File: config.mk
export PLATFORM = sky130hd
export DESIGN_NAME = ctrl_pipe
export DESIGN_NICKNAME = d
export VERILOG_FILES = /design/src/rtl/ctrl_pipe.sv
export SDC_FILE = /design/constraint.sdc
export NUM_CORES = 1
export LEC_CHECK = 0
export BUFFER_PORTS_ARGS = -buffer_cell sky130_fd_sc_hd__buf_2
export CORE_ASPECT_RATIO = 1.4
export CORE_UTILIZATION = 31
export DETAILED_ROUTE_END_ITERATION = 6
export PLACE_DENSITY = 0.55
export SYNTH_ARGS = -nofsm -noshare
export SYNTH_HDL_FRONTEND = slang
export SYNTH_SLANG_ARGS = --single-unit
File: constraint.sdc
create_clock -name clk -period 2.1 [get_ports clk]
set_input_delay 0.21 -clock clk [delete_from_list [all_inputs] [get_ports clk]]
set_output_delay 0.21 -clock clk [all_outputs]
set_load 0.01 [all_outputs]
File: src/rtl/ctrl_pipe.sv
// ctrl_pipe: registered instruction decoder with load-use stall,
// jump-shadow squashing and saturating performance counters.
module ctrl_pipe #(
    parameter int IW          = 9,
    parameter int OPW         = 3,
    parameter int RAW         = 3,
    parameter int JUMP_SHADOW = 1,
    parameter int CNT_W       = 8
) (
    input  logic             clk,
    input  logic             reset,
    input  logic             in_valid,
    output logic             in_ready,
    input  logic [IW-1:0]    mach_code,
    output logic             out_valid,
    input  logic             out_ready,
    output logic             regWrite,
    output logic             memRead,
    output logic             memWrite,
    output logic             aluSrc,
    output logic             branch,
    output logic             jump,
    output logic [OPW-1:0]   alu_op,
    output logic [RAW-1:0]   ra,
    output logic [RAW-1:0]   rb,
    output logic             flush,
    output logic [CNT_W-1:0] stall_cnt,
    output logic [CNT_W-1:0] squash_cnt
);

    typedef struct packed {
        logic           valid;
        logic           rw;
        logic           mr;
        logic           mw;
        logic           as;
        logic           jmp;
        logic [OPW-1:0] op;
        logic [RAW-1:0] ra;
        logic [RAW-1:0] rb;
    } word_t;

    word_t            word_q, word_d, dec;
    logic             flush_q, flush_d;
    logic [2:0]       shadow_q, shadow_d;
    logic [CNT_W-1:0] stall_q, stall_d;
    logic [CNT_W-1:0] squash_q, squash_d;

    logic [OPW-1:0] opc;
    logic [RAW-1:0] fa, fb;
    logic           use_a, use_b;
    logic           hazard, advance, accept;

    assign opc = mach_code[IW-1 -: OPW];
    assign fa  = mach_code[IW-OPW-1 -: RAW];
    assign fb  = mach_code[IW-OPW-RAW-1 -: RAW];

    always_comb begin
        dec       = '0;
        use_a     = 1'b0;
        use_b     = 1'b0;
        dec.valid = 1'b1;
        dec.op    = opc;
        dec.ra    = fa;
        dec.rb    = fb;
        case (opc)
            OPW'(0): begin dec.rw = 1'b1; use_a = 1'b1; use_b = 1'b1; end
            OPW'(1): begin dec.rw = 1'b1; dec.as = 1'b1; use_a = 1'b1; end
            OPW'(2): begin dec.rw = 1'b1; use_a = 1'b1; use_b = 1'b1; end
            OPW'(3): begin
                dec.rw = 1'b1;
                dec.mr = 1'b1;
                dec.as = 1'b1;
                use_b  = 1'b1;
            end
            OPW'(4): begin
                dec.mw = 1'b1;
                dec.as = 1'b1;
                use_a  = 1'b1;
                use_b  = 1'b1;
            end
            OPW'(5): dec.jmp = 1'b1;
            OPW'(6): begin dec.rw = 1'b1; use_a = 1'b1; use_b = 1'b1; end
            OPW'(7): begin dec.rw = 1'b1; use_a = 1'b1; end
            default: ;
        endcase
    end

    // A load at the output blocks any consumer of its destination for one cycle.
    assign hazard = word_q.valid && word_q.mr && in_valid &&
                    ((use_a && (fa == word_q.ra)) ||
                     (use_b && (fb == word_q.ra)));
    assign advance  = !word_q.valid || out_ready;
    assign in_ready = advance && !hazard;
    assign accept   = in_valid && in_ready;

    function automatic logic [CNT_W-1:0] sat_inc(input logic [CNT_W-1:0] c);
        return (&c) ? c : c + CNT_W'(1);
    endfunction

    always_comb begin
        word_d   = word_q;
        flush_d  = 1'b0;
        shadow_d = shadow_q;
        stall_d  = stall_q;
        squash_d = squash_q;
        if (advance) begin
            word_d = '0;
            if (hazard) begin
                stall_d = sat_inc(stall_q);
            end else if (accept) begin
                if (shadow_q != 3'd0) begin
                    shadow_d = shadow_q - 3'd1;
                    squash_d = sat_inc(squash_q);
                end else begin
                    word_d  = dec;
                    flush_d = dec.jmp;
                    if (dec.jmp)
                        shadow_d = 3'(JUMP_SHADOW);
                end
            end
        end
    end

    always_ff @(posedge clk) begin
        if (reset) begin
            word_q   <= '0;
            flush_q  <= 1'b0;
            shadow_q <= 3'd0;
            stall_q  <= '0;
            squash_q <= '0;
        end else begin
            word_q   <= word_d;
            flush_q  <= flush_d;
            shadow_q <= shadow_d;
            stall_q  <= stall_d;
            squash_q <= squash_d;
        end
    end

    assign out_valid  = word_q.valid;
    assign regWrite   = word_q.rw;
    assign memRead    = word_q.mr;
    assign memWrite   = word_q.mw;
    assign aluSrc     = word_q.as;
    assign branch     = 1'b0;
    assign jump       = word_q.jmp;
    assign alu_op     = word_q.op;
    assign ra         = word_q.ra;
    assign rb         = word_q.rb;
    assign flush      = flush_q;
    assign stall_cnt  = stall_q;
    assign squash_cnt = squash_q;

endmodule

==> results.md, run 1 <==
Floorplanning:
- The floorplan die area is 5820 um^2.
- The horizontal die dimension is 64.8 um.
- The placeable core region is 5240 um^2.
- The starting utilization of the core area is 32.6%.
- The floorplan has 31 rows.
- During I/O placement, the number of pins put on the boundary was 47.
- Measured along the y axis, the die boundary spans 89.9 um.

Synth:
- The share of synthesized flip-flops with an asynchronous set or reset is 0%.
- The number of nets handed over by synthesis was 201.
- Yosys mapped a number of flops with a built-in enable equal to 0.
- Of the total synthesized cell area, the portion taken by XOR and XNOR cells is 3.59%.
- After Yosys synthesis, and, or, nand and nor cells account for 25.8% of the synthesized area.
- The synthesized netlist contains 45 unique library cells.
- The mux cell area share after synthesis is 4.47%.
- The fraction of the mapped netlist area in adder cells is 2.93%.
- After synthesis, the mean cell area works out to 9.29 um^2.
- The sequential fraction of the synthesis area is 41.0%.
- The number of instances in the synthesized netlist is 184.
- Synthesis inferred 35 register bits.
- The synthesized netlist devotes 18.6% of its cell area to compound gates.
- In this run the cell area of the synthesized design comes to 1710 um^2.
- The number of warnings issued by yosys is 0.
- The dominant combinational cell family by area after synthesis is simple AND/OR/NAND/NOR gates.
- The flip-flop cell with the highest count after synthesis is sky130_fd_sc_hd__dfxtp_1.

Clock tree:
- The number of H-tree levels is 2.
- After clock tree synthesis, the clock-pin slew on the worst setup and hold paths is 0.07 ns.
- TritonCTS created 5 clock buffers.
- The root cell of the clock tree is sky130_fd_sc_hd__clkbuf_8.
- The number of clock sinks is 35.
- TritonCTS built the clock tree.
- The maximum root-to-sink buffer count is 2.
- The insertion delay of the later-clocked pin in the worst-skew pair is 0.28 ns.

Routing:
- The total length of routed wires is 4060 um.
- The count of TritonRoute iterations in the first routing pass is 4.
- Summing over every cut layer, the via total after detailed routing is 1566.
- In this run, the number of DRC markers left after iteration 0 of detailed routing was 49.
- In the final routed layout, each cell accounts on average for 13.3 um.
- For this run, design rule violations remaining after detail routing come to 0.
- Once detail routing completed, the nets flagged for antenna violations numbered 0.
- The detailed-route vias per instance is 5.13.

Power:
- In this run the power density over the cells is 621 nW/um^2.
- Summed over all cells, the static leakage comes to 0.000952 uW.
- The maximum resistive drop on vdd is 0.224 mV.

Timing:
- The max-slew violation count is 0.
- Once routing completed, OpenROAD measured the worst setup slack at 0.0700 ns.
- Final hold analysis gives a worst-case slack of 0.169 ns.
- After layout, the worst path uses 96.7% of the clock period.
- The worst pin sits at a relative slew slack of 36.0%.
- The highest clock rate is 493 MHz.
- The measured slew at the worst slew-check pin is 0.956 ns.
- For the finished layout, the period the worst path requires is 2.03 ns.
- For the final database, setup skew stands at 0.00645 ns.
- The final number of hold-violating endpoints is 0.
- Setup violations remaining at the end of the flow were counted as 0.

Global routing:
- The first global-routing pass estimated 6530 um of wire.
- Global routing finished with a remaining overflow of 0.
- The number of global-route vias before repair was 1378.
- Entering global routing, the biggest net connects 18 pins.
- Global routing used 14.1% of the available tracks across all layers.
- The initial antenna violation count is 0.

Setup path:
- The worst setup path is launched from a flip-flop.
- At the worst endpoint, the arrival time is 2.21 ns.
- The buffers plus inverters on the worst setup path is 0.
- In this run the worst path has a maximum fanout of 6.
- The signal on the critical path passes through xor2_1 -> a2111o_1 -> a211o_4 -> nor3_2 -> mux2_2.
- The cell family contributing the most delay on the critical path is compound AO/OA/AOI/OAI gates.
- The slowest cell on the critical path is sky130_fd_sc_hd__a2111o_1.
- The worst setup path is of the reg -> reg kind.
- In this design, the stage delay of the slowest critical-path cell is 0.47 ns.
- The nature of the critical path endpoint is a flip-flop.
- The required time of the worst setup path is 2.28 ns.

Flow run:
- Across the run, the number of max-cap violations was 0.

Place:
- Port buffering added 45 buffers.
- After detailed placement, the design holds a cell count of 292.
- The congestion estimate from routability-driven global placement came to 0.766.
- The HPWL after detailed placement is 2820 um.
- The post-placement worst setup slack is 0.00314 ns.

Cells and area:
- Of the cells placed in the final design, the portion with a size suffix greater than 1 is 34.7%.
- In the layout the commonest cells are sky130_fd_sc_hd__buf_2, sky130_fd_sc_hd__dfxtp_1, sky130_fd_sc_hd__a22o_1.
- The antenna diode instance count is 0.
- The number of standard cells in the final layout excluding fillers is 305.
- Relative to the synthesized area, the layout overhead comes to 29.1%.
- The most common cell after layout, fill and taps aside is sky130_fd_sc_hd__buf_2.
- In the final design database the tool counted 255 nets.
- For this run, the share of the core covered by cells in the final layout is 42.1%.

Outcome:
- The flow ran to the end, and the final reports show no timing, DRC or antenna violations.

Worst hold path:
- The tightest min-delay check is of the in -> reg type.
==> registers in the layout, summed over array words and instances, names as in the netlist, 3 cells and up <==
register    flops
squash_cnt      8
ra              3
stall_cnt       8
alu_op          3
rb              3
shadow_q        3
==> logic make-up after synthesis <==
logic type      after synthesis
fa+ha+maj                     4
buf+inv                      12
mux                           7
compound gates               42
xor+xnor                      7
simple gates                 76
other cells                   1
flops                        35
==> layer usage <==
metal	GRT usage (%)	up-vias	part of all wire, %
met3	3.81	6	5.4
li1	-	787	-
met4	6.11	0	1.9
met2	22.6	43	46
met1	17.3	730	46
met5	0	-	0
==> cell type report <==
cell class / instances / area [um^2]
Fill cell: 538 / 3030
Timing Repair Buffer: 54 / 300
Multi-Input combinational cell: 138 / 1000
Inverter: 4 / 15.0
Clock buffer: 8 / 100
Sequential cell: 35 / 704
Tap cell: 66 / 82.6
==> metrics by stage <==
step | total power [uW] | TNS, ns | area, um^2
finish | 1370 | 0 | 2210
global route | 1440 | -0.00710 | 2210
CTS | 1380 | 0 | 2120
detailed placement | 843 | 0 | 2010
global placement | 843 | 0 | 2010
floorplan | 787 | 0 | 1710
==> final timing paths <==
path	depth (start not counted)	slack, ns	to	from
hold reg to reg	1	0.46	alu_op[0]	alu_op[0]
hold / removal	2	0.17	ra[0]	mach_code[3]
setup reg to reg	5	0.07	stall_cnt[6]	ra[1]
setup / recovery	5	0.07	stall_cnt[6]	ra[1]
==> what timing repair did <==
action	4_1_cts	5_1_grt
setup buffers	0	4
endpoints found under the setup margin	1	18
pin swaps	0	7
hold buffers	0	0
cloned	0	1
gates resized for setup	1	14
==> Yosys cell counts, types with 5 or more instances <==
library cell	n	area, um^2
sky130_fd_sc_hd__nand2b_1	10	62.6
sky130_fd_sc_hd__a22o_1	12	105
sky130_fd_sc_hd__nor2_1	11	41.3
sky130_fd_sc_hd__nor2b_1	8	50.1
sky130_fd_sc_hd__a21oi_1	8	40.0
sky130_fd_sc_hd__o21ai_0	5	25.0
sky130_fd_sc_hd__or3_1	5	31.3
sky130_fd_sc_hd__clkbuf_1	5	18.8
sky130_fd_sc_hd__mux2_2	5	56.3
sky130_fd_sc_hd__xor2_1	7	61.3
sky130_fd_sc_hd__nand3_1	10	50.1
sky130_fd_sc_hd__nor3_1	6	30.0
sky130_fd_sc_hd__dfxtp_1	35	701
==> power by group <==
group	leakage, uW	total, uW	switching, uW	internal, uW
Sequential	0.000285	695	12.8	682
Combinational	0.000615	139	78.0	61.0
Clock	0.0000515	536	236	299
Note: power is estimated with default switching activity, not from simulation.
==> run 2, diff against run 1 <==
--- a/config.mk
+++ b/config.mk
@@ -11,2 +11,3 @@
 export DETAILED_ROUTE_END_ITERATION = 6
+export GPL_TIMING_DRIVEN = 0
 export PLACE_DENSITY = 0.55
==> constraint.sdc (replaced) <==
create_clock -name clk -period 2.1 [get_ports clk]
set_input_delay 0.105 -clock clk [delete_from_list [all_inputs] [get_ports clk]]
set_output_delay 0.105 -clock clk [all_outputs]
set_load 0.01 [all_outputs]
==> results.md, run 2 (synthesis gave the netlist of run 1 again) <==
Outcome:
- The run finished with clean final reports.

Setup path:
- The worst setup path is captured at a flip-flop.
- Data arrives at the worst endpoint at 2.21 ns.
- The origin of the worst setup path is ra[0].
- The startpoint identified for the worst register-to-register timing path is ra[0].
- The worst register-to-register path has a setup slack of 0.06 ns.
- The last element of the critical path is stall_cnt[6].
- The setup path with the least slack is of type reg -> reg.
- The category of the worst setup path launch point is a flip-flop.
- The number of cell instances on the worst register-to-register path is 6.
- In this run the worst path has a maximum fanout of 5.
- The required time of the worst setup path is 2.27 ns.
- The endpoint of the worst-slack reg-to-reg timing path is stall_cnt[6].

Worst hold path:
- The worst hold path belongs to the class in -> reg.

Global routing:
- The initial antenna violation count came to 0.
- Entering global routing, the biggest net connects 12 pins.
- For this run the aggregate overflow at the end of global routing stands at 0.
- The first global-routing pass estimated 6990 um of wire.
- Across every metal layer, demand over resource in global routing totals 15.3%.
- The number of global-route vias before repair was 1436.

Routing:
- The remaining number of nets flagged by the antenna check after routing is 0.
- The final layout contains routed wiring with a total length of 4260 um.
- The violation count after the first detailed-route iteration is 73.
- In the final routed layout, each cell accounts on average for 13.7 um.
- The number of design rule violations left after detail routing is 0.
- The first detailed-routing pass ran for 4 iterations.
- The vias after detailed routing is 1611.
- The detailed-route vias per instance is 5.18.

Flow run:
- Max-cap violations in this run came to 0.

Power:
- In this run, the combinational gates consume 9.5% of the power.
- In this run, flip-flops and latches consume 47.4% of the power.
- The share of total power dissipated in the clock network is 43.1%.
- Overall power consumption after layout is estimated at 1460 uW.
- Net switching is 23.2% of the power.
- For this design the total switching power over the nets is 340 uW.
- The total power per unit cell area is 646 nW/um^2.
- Summed over all cells, the static leakage comes to 0.000986 uW.
- The internal power component is 1120 uW.
- Across the VDD grid, the largest voltage drop is 0.233 mV.

Timing:
- The total setup violations reported at the end of the flow is 0.
- The final clock period utilization by the worst path is 97.2%.
- Timing would allow up to 490 MHz.
- The minimum period implied by the final worst setup slack is 2.04 ns.
- The measured slew at the worst slew-check pin is 0.536 ns.
- In this run the tightest slew margin relative to its limit is 64.3%.
- The final number of hold-violating endpoints is 0.
- The max-slew violation count was 0.
- Setup repair after global routing could not meet its margin everywhere.
- The slack of the critical path is 0.0585 ns.
- For the final database, setup skew stands at 0.0101 ns.

Cells and area:
- Leaving out fill and tap cells, the most frequent cell in the layout is sky130_fd_sc_hd__buf_2.
- The total number of nets in the final design is 261.
- Compared with the post-synthesis result, the final layout area differs by 32.6%.
- Leaving out fill and tap cells, the most frequent cells in the layout are sky130_fd_sc_hd__buf_2, sky130_fd_sc_hd__dfxtp_1, sky130_fd_sc_hd__a22o_1, sky130_fd_sc_hd__nand2b_1.
- The antenna diode instance count is 0.
- The post-route netlist has 34.3% of its cells at a drive strength greater than 1.

Floorplanning:
- 47 I/O pins were placed.
- In this run the vertical extent of the chip is 89.9 um.
- The placement row count is 31.
- The floorplan die area is 5820 um^2.
- The core region is 5240 um^2.
- The die is 64.8 um wide.
- The starting utilization of the core area is 32.6%.

Clock tree:
- The CTS tree is done.
- The tree is rooted in a sky130_fd_sc_hd__clkbuf_8.
- The number of H-tree levels is 2.
- The insertion delay of the later-clocked pin in the worst-skew pair is 0.29 ns.
- In this run, post-CTS hold repair placed 0 buffers.
- Clock tree synthesis inserted a total of 5 buffers.
- Counting along the longest clock path gives a buffer depth of 2.
- The clock-pin slew on the worst setup and hold paths is 0.07 ns.
- Counting every sink on the clock net gives 35.

Place:
- The post-placement worst setup slack is -0.0818 ns.
- The weighted congestion reported at the end of routability-driven placement is 0.785.
- The count of port buffers added during placement is 45.
- The HPWL after detailed placement is 3040 um.
run 2: cell types whose count changed in the layout (fill, tap and decap cells not counted), sizes merged:
cell | previous run | this run
buf | 54 | 57
a211o | 2 | 1
bufinv | 0 | 1
clkbuf | 8 | 10
clkinv | 0 | 1
run 2: power groups by stage:
stage / clock [uW] / sequential [uW] / combinational [uW]
2_1_floorplan: 0 / 716 / 71.1
3_3_place_gp: 0 / 709 / 134
3_5_place_dp: 0 / 710 / 134
4_1_cts: 651 / 694 / 136
5_1_grt: 682 / 697 / 154
6_report: 632 / 694 / 139
run 2: per-stage QoR:
| stage | instance area, um^2 | cells | hold slack (ns) | setup TNS, ns | util, % |
|---|---|---|---|---|---|
| after floorplan | 1710 | 184 | 0.238 | 0 | - |
| after global placement | 2020 | 295 | 0.353 | -0.644 | 38.5 |
| after detailed placement | 2020 | 295 | 0.354 | -0.613 | 38.5 |
| after CTS | 2150 | 303 | 0.0531 | -0.0641 | 41.0 |
| after global routing | 2270 | 311 | 0.0703 | -0.0364 | 43.3 |
| final | 2270 | 311 | 0.0601 | 0 | 43.3 |
run 2: area by class of cell:
type | instances | area [um^2]
fill | 537 | 2970
multi-input combinational | 137 | 1010
sequential | 35 | 706
timing repair buffer | 53 | 283
clock buffer | 6 | 82.6
tap | 66 | 82.6
buffer | 8 | 50.0
clock inverter | 2 | 35.0
inverter | 4 | 15.0
run 2: per-layer routing:
metal / GRT usage, % / part of all wire, % / up-vias
met3: 3.43 / 4.6 / 4
met2: 25.1 / 50 / 42
met1: 18.8 / 44 / 772
met4: 6.11 / 1.6 / 0
met5: 0 / 0 / -
li1: - / - / 793
run 2: worst min-delay path by stage:
stage,slack [ns],start,end,depth (start not counted)
final,0.06,mach_code[2],rb[2],2
after floorplan,0.24,mach_code[5],ra[2],1
after CTS,0.05,mach_code[2],rb[2],2
after global routing,0.07,mach_code[2],rb[2],2
after detailed placement,0.35,mach_code[2],rb[2],2
after global placement,0.35,mach_code[0],rb[0],2
run 2: critical path, cell delays in order (launching register included):
cell and delay [ns]:
sky130_fd_sc_hd__dfxtp_4 0.36, sky130_fd_sc_hd__xor2_2 0.15, sky130_fd_sc_hd__a2111o_1 0.44, sky130_fd_sc_hd__a211o_1 0.37, sky130_fd_sc_hd__buf_6 0.16, sky130_fd_sc_hd__nor3_4 0.13, sky130_fd_sc_hd__mux2_4 0.31
run 2: repair_timing:
action | in CTS | in global routing
resized for setup | 3 | 16
cloned | 0 | 1
buffers inserted | 0 | 7
endpoints found under the setup margin | 13 | 19
pin swaps | 0 | 7
